$ cat src/rtl/alpha_rank_datapath.sv
`default_nettype none
// ============================================================================
// Module      : alpha_rank_datapath
// Description : Per-sample difference engine for the alphabet-ranking stage.
//               A free-running sample counter, a registered X-Y-Bin
//               subtractor, a 64-entry difference memory written at the
//               sample's counter value, and a running minimum tracker that
//               reports the address of the smallest stored difference.
//               Optional build macro: DIFF_CLAMP_EN (borrowing results are
//               stored and reported as zero).
// Revision    : 1.0 - initial release
// ============================================================================
module alpha_rank_datapath #(
    parameter int WIDTH = 12,
    parameter int AW    = 6,
    parameter int DEPTH = 64
) (
    input  logic             CLK,
    input  logic             RST,
    input  logic             DE,
    input  logic [WIDTH-1:0] X,
    input  logic [WIDTH-1:0] Y,
    input  logic             Bin,
    input  logic             CS,
    input  logic [AW-1:0]    RD_ADDR,
    output logic [AW-1:0]    COUNT,
    output logic             OE,
    output logic [WIDTH-1:0] DIFF,
    output logic             Bout,
    output logic [WIDTH-1:0] DIFF_OUT,
    output logic [AW-1:0]    ADDR_OUT
);

    // Subtraction is carried at WIDTH+1 bits so the top bit is the borrow.
    logic [WIDTH:0]   w_sub_full;
    logic             w_borrow;
    logic [WIDTH-1:0] w_diff;

    // Write pipeline: aligns the sample's counter value with its difference.
    logic [AW-1:0]    r_cnt_d1;
    logic [AW-1:0]    r_cnt_d2;
    logic [WIDTH-1:0] r_diff_d;
    logic             r_rw_n;

    // Ranking state.
    logic [WIDTH-1:0] r_min;
    logic             r_min_valid;

    logic [WIDTH-1:0] r_mem [DEPTH];

    logic             w_wr_en;
    logic             w_rd_en;
    logic             w_new_min;

    assign w_sub_full = {1'b0, X} - {1'b0, Y} - {{WIDTH{1'b0}}, Bin};
    assign w_borrow   = w_sub_full[WIDTH];

`ifdef DIFF_CLAMP_EN
    assign w_diff = w_borrow ? '0 : w_sub_full[WIDTH-1:0];
`else
    assign w_diff = w_sub_full[WIDTH-1:0];
`endif

    // rw_n picks exactly one of write or read, so they never collide.
    assign w_wr_en   = CS && !r_rw_n;
    assign w_rd_en   = CS &&  r_rw_n;
    // Strict compare keeps the earlier address on ties.
    assign w_new_min = !r_min_valid || (r_diff_d < r_min);

    // Free-running sample counter, wraps naturally at 2**AW.
    always_ff @(posedge CLK) begin
        if (RST) begin
            COUNT <= '0;
        end else begin
            COUNT <= COUNT + 1'b1;
        end
    end

    // Registered subtractor; result and borrow hold while DE is high.
    always_ff @(posedge CLK) begin
        if (RST) begin
            DIFF <= '0;
            Bout <= 1'b0;
            OE   <= 1'b1;
        end else if (!DE) begin
            DIFF <= w_diff;
            Bout <= w_borrow;
            OE   <= 1'b0;
        end else begin
            OE   <= 1'b1;
        end
    end

    // Write pipeline; reset forces rw_n high so in-flight samples are dropped.
    always_ff @(posedge CLK) begin
        if (RST) begin
            r_cnt_d1 <= '0;
            r_cnt_d2 <= '0;
            r_diff_d <= '0;
            r_rw_n   <= 1'b1;
        end else begin
            r_cnt_d1 <= COUNT;
            r_cnt_d2 <= r_cnt_d1;
            r_diff_d <= DIFF;
            r_rw_n   <= OE;
        end
    end

    // Difference memory array; contents are deliberately not reset.
    always_ff @(posedge CLK) begin
        if (!RST && w_wr_en) begin
            r_mem[r_cnt_d2] <= r_diff_d;
        end
    end

    // Registered read port; holds when deselected or writing.
    always_ff @(posedge CLK) begin
        if (RST) begin
            DIFF_OUT <= '0;
        end else if (w_rd_en) begin
            DIFF_OUT <= r_mem[RD_ADDR];
        end
    end

    // Running minimum over performed writes; no re-scan on overwrite.
    always_ff @(posedge CLK) begin
        if (RST) begin
            r_min       <= '0;
            r_min_valid <= 1'b0;
            ADDR_OUT    <= '0;
        end else if (w_wr_en && w_new_min) begin
            r_min       <= r_diff_d;
            r_min_valid <= 1'b1;
            ADDR_OUT    <= r_cnt_d2;
        end
    end

endmodule
`default_nettype wire

$ cat config.mk
export PLATFORM = sky130hd
export DESIGN_NAME = alpha_rank_datapath
export DESIGN_NICKNAME = d
export VERILOG_FILES = /design/src/rtl/alpha_rank_datapath.sv
export SDC_FILE = /design/constraint.sdc
export NUM_CORES = 1
export LEC_CHECK = 0
export ABC_AREA = 1
export CAP_MARGIN = 5
export CORE_ASPECT_RATIO = 1.2
export CORE_UTILIZATION = 60
export CTS_CLUSTER_SIZE = 25
export DETAILED_ROUTE_END_ITERATION = 8
export HOLD_SLACK_MARGIN = 0.08
export PLACE_DENSITY = 0.76
export SLEW_MARGIN = 15
export SYNTH_ARGS = -nofsm -noshare
export SYNTH_HDL_FRONTEND = slang
export SYNTH_SLANG_ARGS = --single-unit
$ cat constraint.sdc
create_clock -name CLK -period 5.2 [get_ports CLK]
set_input_delay 1.04 -clock CLK [delete_from_list [all_inputs] [get_ports CLK]]
set_output_delay 1.04 -clock CLK [all_outputs]
set_load 0.02 [all_outputs]
After elaboration in Yosys (flattened, before gate mapping)
Memory sizes are Yosys's and may differ from the RTL's. A register that Yosys moved wholly into a read port is not among the register bits.
Cells that the tools add are included.
{ "word_totals": {"register_bits": 64, "mem_count": 1, "romBits": 0, "ramBits": 768, "latch_bits": 0} }
{ "op_classes": {"bitwise": 0, "n_lt_le_gt_ge": 1, "eq_ne": 0, "mul": 0, "n_mux": 3, "shifts": 0, "div": 0, "reduce_logical": 8, "n_addsub": 3} }
{ "mem_list": {"columns": ["memory", "words", "word_bits", "read_ports", "rd_clocked_by_memory_dff", "write_ports", "line_no", "source"], "rows": [
  ["r_mem", 64, 12, 1, 1, 1, "49", "logic [WIDTH-1:0] r_mem [DEPTH];"]
]} }
{ "ops": {"columns": ["operator", "count"], "rows": [
  ["12-bit by 12-bit subtractor with 13-bit output", 1],
  ["13-bit by 1-bit subtractor with 13-bit output", 1],
  ["12-bit < comparator", 1],
  ["6-bit by 1-bit adder with 6-bit output (second input constant)", 1],
  ["1-bit logical AND", 4],
  ["1-bit logical NOT", 3],
  ["1-bit 2-to-1 mux", 3],
  ["1-bit logical OR", 1]
]} }

Longest topological paths before layout
Gate-level depths: netlist of run 1.
{ "logic_depth": {"word_depth": 5, "ltp_mapped": 14, "depth_no_buf": 14} }

Least setup slack after synthesis of run 1
OpenSTA, ideal clock, no wires.
{ "synth_path": {"path_kind": "input to register", "start": "in Y[0]", "end": "reg DIFF[10]", "setup_slack_ps": 2280, "arrival_time_ps": 2804, "n_path_buf": 0, "path_stages": 12, "required_time_ps": 5085, "setup_ps": 115, "path_cell_list": "inv_1 > fa_1 > fa_1 > or2_1 > nand2_1 > nand2_1 > a21oi_1 > o21ai_1 > nand2_1 > nand2_1 > o21ai_0 > inv_1"} }
{ "synth_between": {"elab_chain_len": 2} }
{ "synth_rtl": {"columns": ["item", "line_no", "source"], "rows": [
  ["start, declared", "22", "input logic [WIDTH-1:0] Y,"],
  ["12-bit by 12-bit subtractor with 13-bit output", "55", "assign w_sub_full = {1'b0, X} - {1'b0, Y} - {{WIDTH{1'b0}}, Bin};"],
  ["13-bit by 1-bit subtractor with 13-bit output", "55", null],
  ["end signal, assigned", "86", "DIFF <= w_diff;"],
  ["end, declared", "28", "output logic [WIDTH-1:0] DIFF,"]
]} }
Every way passes these cells.
A chain may end at the register's enable or synchronous reset.

==> results of run 1 <==
[state kept, by name, indices dropped and copies added (netlist names)]
name / cells
Bout: 1
r_min_valid: 1
r_rw_n: 1
DIFF_OUT: 12
r_cnt_d1: 6
ADDR_OUT: 6
DIFF: 12
r_min: 12
r_mem: 768
r_cnt_d2: 6
OE: 1
r_diff_d: 12
COUNT: 6
[cells by family (layout without fill, tap and decap cells)]
| logic type | after synthesis | after routing | share of synthesized area |
|---|---|---|---|
| other cells | 0 | 1 | 0 |
| simple gates | 1824 | 1824 | 0.2240 |
| fa+ha+maj | 36 | 36 | 0.01333 |
| compound gates | 73 | 73 | 0.01093 |
| xor+xnor | 7 | 7 | 0.001755 |
| flops | 844 | 844 | 0.7038 |
| buf+inv | 303 | 438 | 0.04621 |
[metal layers]
layer / vias to the layer above / global-route usage / share of wire
met1: 11580 / 0.3992 / 0.36
met3: 273 / 0.05779 / 0.098
met5: - / 0 / 0
met4: 0 / 0.1633 / 0.050
li1: 10870 / - / -
met2: 1443 / 0.5172 / 0.49
[power breakdown]
part / switching [mW] / internal (mW)
Combinational: 0.769 / 0.295
Sequential: 0.0512 / 7.46
Clock: 2.43 / 3.18
Total: 3.25 / 10.9
[cells in the final DEF (no fill, tap or decap), types with 34 or more instances in the layout]
master | synthesis | routed
a21oi_1 | 46 | 46
buf_4 | 19 | 100
clkbuf_16 | 0 | 83
clkdlybuf4s50_1 | 0 | 67
dfxtp_1 | 76 | 64
edfxtp_1 | 768 | 768
ha_1 | 34 | 34
inv_1 | 120 | 119
nand2_1 | 934 | 934
nand3_1 | 743 | 743
nor2_1 | 128 | 128
[cell type report]
type | instances | area share
Antenna cell | 1 | 0.00006456
Clock buffer | 101 | 0.05559
Clock inverter | 39 | 0.008296
Inverter | 122 | 0.01227
Multi-Input combinational cell | 1940 | 0.2252
Sequential cell | 844 | 0.6346
Tap cell | 735 | 0.02373
Timing Repair Buffer | 176 | 0.04019
[path summary, 6_finish.rpt]
path          startpoint      endpoint  slack (ns)  cells after the start
max           RD_ADDR[0]  DIFF_OUT[10]        1.93                     13
min          r_cnt_d1[1]   r_cnt_d2[1]        0.40                      2
max reg2reg  r_diff_d[3]      r_min[5]        2.68                      9
min reg2reg  r_cnt_d1[1]   r_cnt_d2[1]        0.40                      2
[metrics by stage]
stage | utilization | instances | area, um2 | hold WS [ns]
6_report | 0.6765 | 3958 | 38760 | 0.3984
5_1_grt | 0.6765 | 3957 | 38760 | 0.4242
4_1_cts | 0.6765 | 3957 | 38760 | 0.4050
3_5_place_dp | 0.6333 | 3817 | 36280 | 0.3962
3_3_place_gp | 0.6333 | 3817 | 36280 | 0.3922
2_1_floorplan | - | 3087 | 34930 | 0.3883
[worst register-to-register path: cells and delay by family, from the launching register on]
| kind | cells | cell delay (ns) |
|---|---|---|
| compound gates | 3 | 0.35 |
| fa+ha+maj | 1 | 0.37 |
| flops | 1 | 0.88 |
| simple gates | 5 | 0.76 |
==> flow_metrics.tcl, run 1 <==
set metrics [dict create \
    setup_viol 0 \
    antenna_left 0 \
    fmax_mhz 306.0 \
    path_buf_inv 4 \
    rows 96 \
    synth_edf_count 768 \
    syn_area_per_cell_um2 11.31 \
    clock-sinks 844 \
    wire_per_inst_um 23.22 \
    grt_overflow_total 0 \
    rsz0062_at_grt "false" \
    start_util 0.6096 \
    cap_violations 0 \
    seq_area_frac_synth 0.7038 \
    drive_gt1_frac 0.07200 \
    cp_top_family "buffers and inverters" \
    power_per_cell_area_nw_per_um2 365.8 \
    synth_commonest_cells "nand2_1, edfxtp_1, nand3_1" \
    post-route-period-util 0.6284 \
    die_area_um2 59190 \
    cp_data_arrival_time_ns 3.80 \
    synth_seq_cells 844 \
    antenna_found_initial 1 \
    total_power_mw 14.18 \
    hold_viol_final 0 \
    syn2layout_area_growth_pct 10.97 \
    fill_cells 4003 \
    worst_setup_path_end_kind "flip-flop" \
    synth.distinct_cells 35 \
    cts_setup_buffers 0 \
    min_path_type "reg -> reg" \
    vias 24170 \
    leakagePower_nw 14.43 \
    place_hpwl_um 53320 \
    skew_ns 0.02080 \
    worst_pin_slew_ns 1.244 \
    synth_top_area_cell "edfxtp_1" \
    clk_pin_slew_ns 0.06 \
    crit_chain "buf_8 -> clkinv_8 -> buf_4 -> nand2_1 -> nand3_1 -> nand3_1 -> nand3_1 -> nand2_1 -> nand2_1 -> nand3_1 -> nand3_1 -> nand2_1 -> inv_1" \
    crit_type "in -> reg" \
    ir_drop_mv 0.3302 \
    grt_pass1_wl_um 137700 \
    slew_viol_final 0 \
    synth_area_leaders "edfxtp_1, nand3_1, nand2_1" \
    tns_ns 0 \
    cts_tree "yes" \
    startpoint_type "input pin" \
    io_buffers 72 \
    timing.final.ws_setup_ns 1.932 \
    synth_ff_type "edfxtp_1" \
    ys_warn_count 0 \
    core_um2 57300 \
    postCtsResizedCells 0 \
    die_h_um 266.3 \
    dp_slack_ns 1.365 \
    holdBufCountCts 0 \
    cts-root-buf "clkbuf_16" \
    synth_top_area_share 0.6603 \
    slowest_delay_ns 0.59 \
    relSlewSlack 0.1708 \
    cts-htree-levels 3 \
    status "complete, no violations" \
    numCtsBuffers 79 \
    drc 0 \
    grt_pass1_vias 23710 \
    cts_buffer_depth 3 \
    grt_max_degree 218 \
    period_needed_ns 3.268 \
    die_x_um 222.3 \
    ios 73 \
    via_per_inst 6.106 \
    multi_input_area_um2 8731 \
    synth_area_um2 34930 \
    grt.total_usage 0.3138 \
    dr.pass1.iters 6 \
    routed_wl_um 91910 \
    cp_max_fo 167 \
    cp_common_cell "nand3_1" \
    drtIter0Drc 3251 \
    synth_nets 3158 \
    synthArstFlopShare 0 \
    yosysMostFrequentCell "nand2_1" \
    netlist_instances 3087 \
    final-seq-area_um2 24600 \
    clk_latency_ns 0.63 \
    final_nets 3234 \
    globalplace.congestion 0.9035 \
    cp.required_ns 5.74 \
    slowest_stage "buf_4" \
]
No activity file was read; power rests on OpenSTA's default activity.
==> run 2, diff against run 1 <==
Clock period 5.2 ns to 3.1 ns, I/O delays scaled along.
==> flow_metrics.tcl, run 2 (same netlist as run 1, synthesis figures left out) <==
set metrics [dict create \
    slew_viol_final 0 \
    power.share.clock 0.381 \
    place_hpwl_um 50460 \
    slowest_delay_ns 0.45 \
    cp_data_arrival_time_ns 3.01 \
    worst_pin_slew_ns 0.9694 \
    cts_tree "yes" \
    grt_max_degree 161 \
    power_switching_mw 5.348 \
    postCtsResizedCells 0 \
    crit_chain "clkdlybuf4s50_1 -> inv_1 -> fa_1 -> fa_1 -> or2_1 -> nand2_1 -> nand2_1 -> a21oi_1 -> o21ai_1 -> nand2_1 -> nand2_1 -> o21ai_0 -> inv_1" \
    die_h_um 266.3 \
    fmax_mhz 400.6 \
    antenna_left 0 \
    holdBufCountCts 0 \
    leakagePower_nw 14.52 \
    pwr-share-seq 0.541 \
    slowest_stage "clkdlybuf4s50_1" \
    status "complete, no violations" \
    clock-sinks 844 \
    regMostFlops "r_mem" \
    relSlewSlack 0.3538 \
    routed_wl_um 86530 \
    wire_per_inst_um 21.74 \
    grt.total_usage 0.2922 \
    die_x_um 222.3 \
    vias 23900 \
    worst_setup_path_end_kind "flip-flop" \
    numCtsBuffers 77 \
    layout_common_cells "nand2_1, edfxtp_1, nand3_1" \
    via_per_inst 6.005 \
    drive_gt1_frac 0.08015 \
    ios 73 \
    placedCellCount 3844 \
    clk_pin_slew_ns 0.06 \
    final_area_um2 38920 \
    post-route-util 0.6793 \
    drtIter0Drc 2698 \
    startpoint_type "input pin" \
    ir_drop_mv 0.6080 \
    swShare 0.2302 \
    drc 0 \
    rows 96 \
    cp.required_ns 3.61 \
    post-route-period-util 0.8053 \
    timing.final.ws_setup_ns 0.6037 \
    grt_overflow_total 0 \
    grt_pass1_vias 22900 \
    dr.pass1.iters 6 \
    cts_buffer_depth 3 \
    clk_latency_ns 0.63 \
    postPlaceCellArea_um2 36610 \
    dp_slack_ns -0.006519 \
    grt_pass1_wl_um 130200 \
    start_util 0.6096 \
    crit_type "in -> reg" \
    largest_reg_flops 768 \
    cap_violations 0 \
    cts-htree-levels 3 \
    io_buffers 72 \
    rsz0062_at_grt "false" \
    final_cells 3980 \
    cp_common_cell "nand2_1" \
    min_path_type "reg -> reg" \
    hold_viol_final 0 \
    cts_setup_buffers 0 \
    p_int_mw 17.88 \
    period_needed_ns 2.496 \
    die_area_um2 59190 \
    combPwrFrac 0.078 \
    antenna_found_initial 1 \
    syn2layout_area_growth_pct 11.42 \
    cts-root-buf "clkbuf_16" \
    cp_max_fo 2 \
    skew_ns 0.02416 \
    final_common_cell "nand2_1" \
    setup_viol 0 \
    final_nets 3259 \
    fill_cells 3891 \
    globalplace.congestion 0.9549 \
    core_um2 57300 \
    power_per_cell_area_nw_per_um2 596.9 \
]
[run 2: cell types whose count changed in the layout (fill, tap and decap cells not counted), moves of 2 or more]
cell        delta
buf_12        +10
buf_4         +17
bufinv_16      -3
clkbuf_1       -2
clkbuf_16      -5
clkinv_1       -4
clkinv_2       +5
clkinvlp_4     +2
[run 2: power groups by stage]
stage | Sequential (mW) | Combinational (mW) | Clock (mW)
global placement | 12.8 | 1.73 | 0
detailed placement | 12.8 | 1.78 | 0
CTS | 12.6 | 1.79 | 8.92
floorplan | 12.9 | 0.996 | 0
finish | 12.6 | 1.82 | 8.85
global route | 12.6 | 1.96 | 9.32
[run 2: worst paths after layout]
path              slack, ns     endpoint  cells after the start         from
setup / recovery       0.60     DIFF[10]                     13         Y[0]
hold / removal         0.41  r_cnt_d2[5]                      2  r_cnt_d1[5]
setup reg to reg       1.08     r_min[8]                     12    r_min[10]
hold reg to reg        0.41  r_cnt_d2[5]                      2  r_cnt_d1[5]
[run 2: layout make-up]
class                   instances  area (um2)  share of cell area
diodes                          1       2.502          0.00006430
clock inverters                40       270.3            0.006944
clock buffers                  95        2036             0.05231
well taps                     735       919.6             0.02363
repair buffers                203        1886             0.04845
multi-input cells            1940        8731              0.2243
inverters                     122       475.5             0.01222
flip-flops and latches        844       24600              0.6321
[run 2: per-stage QoR]
step	TNS, ns	total power [mW]	hold slack, ns
finish	0	23.23	0.4090
floorplan	0	13.93	0.3883
global placement	0	14.53	0.3933
CTS	0	23.27	0.4110
global route	0	23.84	0.4214
detailed placement	-0.008333	14.58	0.3955
[run 2: layer usage]
| layer | track usage | routed length, um |
|---|---|---|
| met3 | 0.04632 | 8646 |
| met4 | 0.1524 | 4209 |
| met2 | 0.4845 | 42150 |
| met5 | 0 | 0 |
| met1 | 0.3742 | 31520 |
[run 2: critical path: cells and delay by family]
kind / cells / cell delay (ns)
and+or+nand+nor: 5 / 0.52
adders and majority gates: 2 / 0.84
AOI/OAI and AO/OA: 3 / 0.47
buffers and inverters: 3 / 0.55
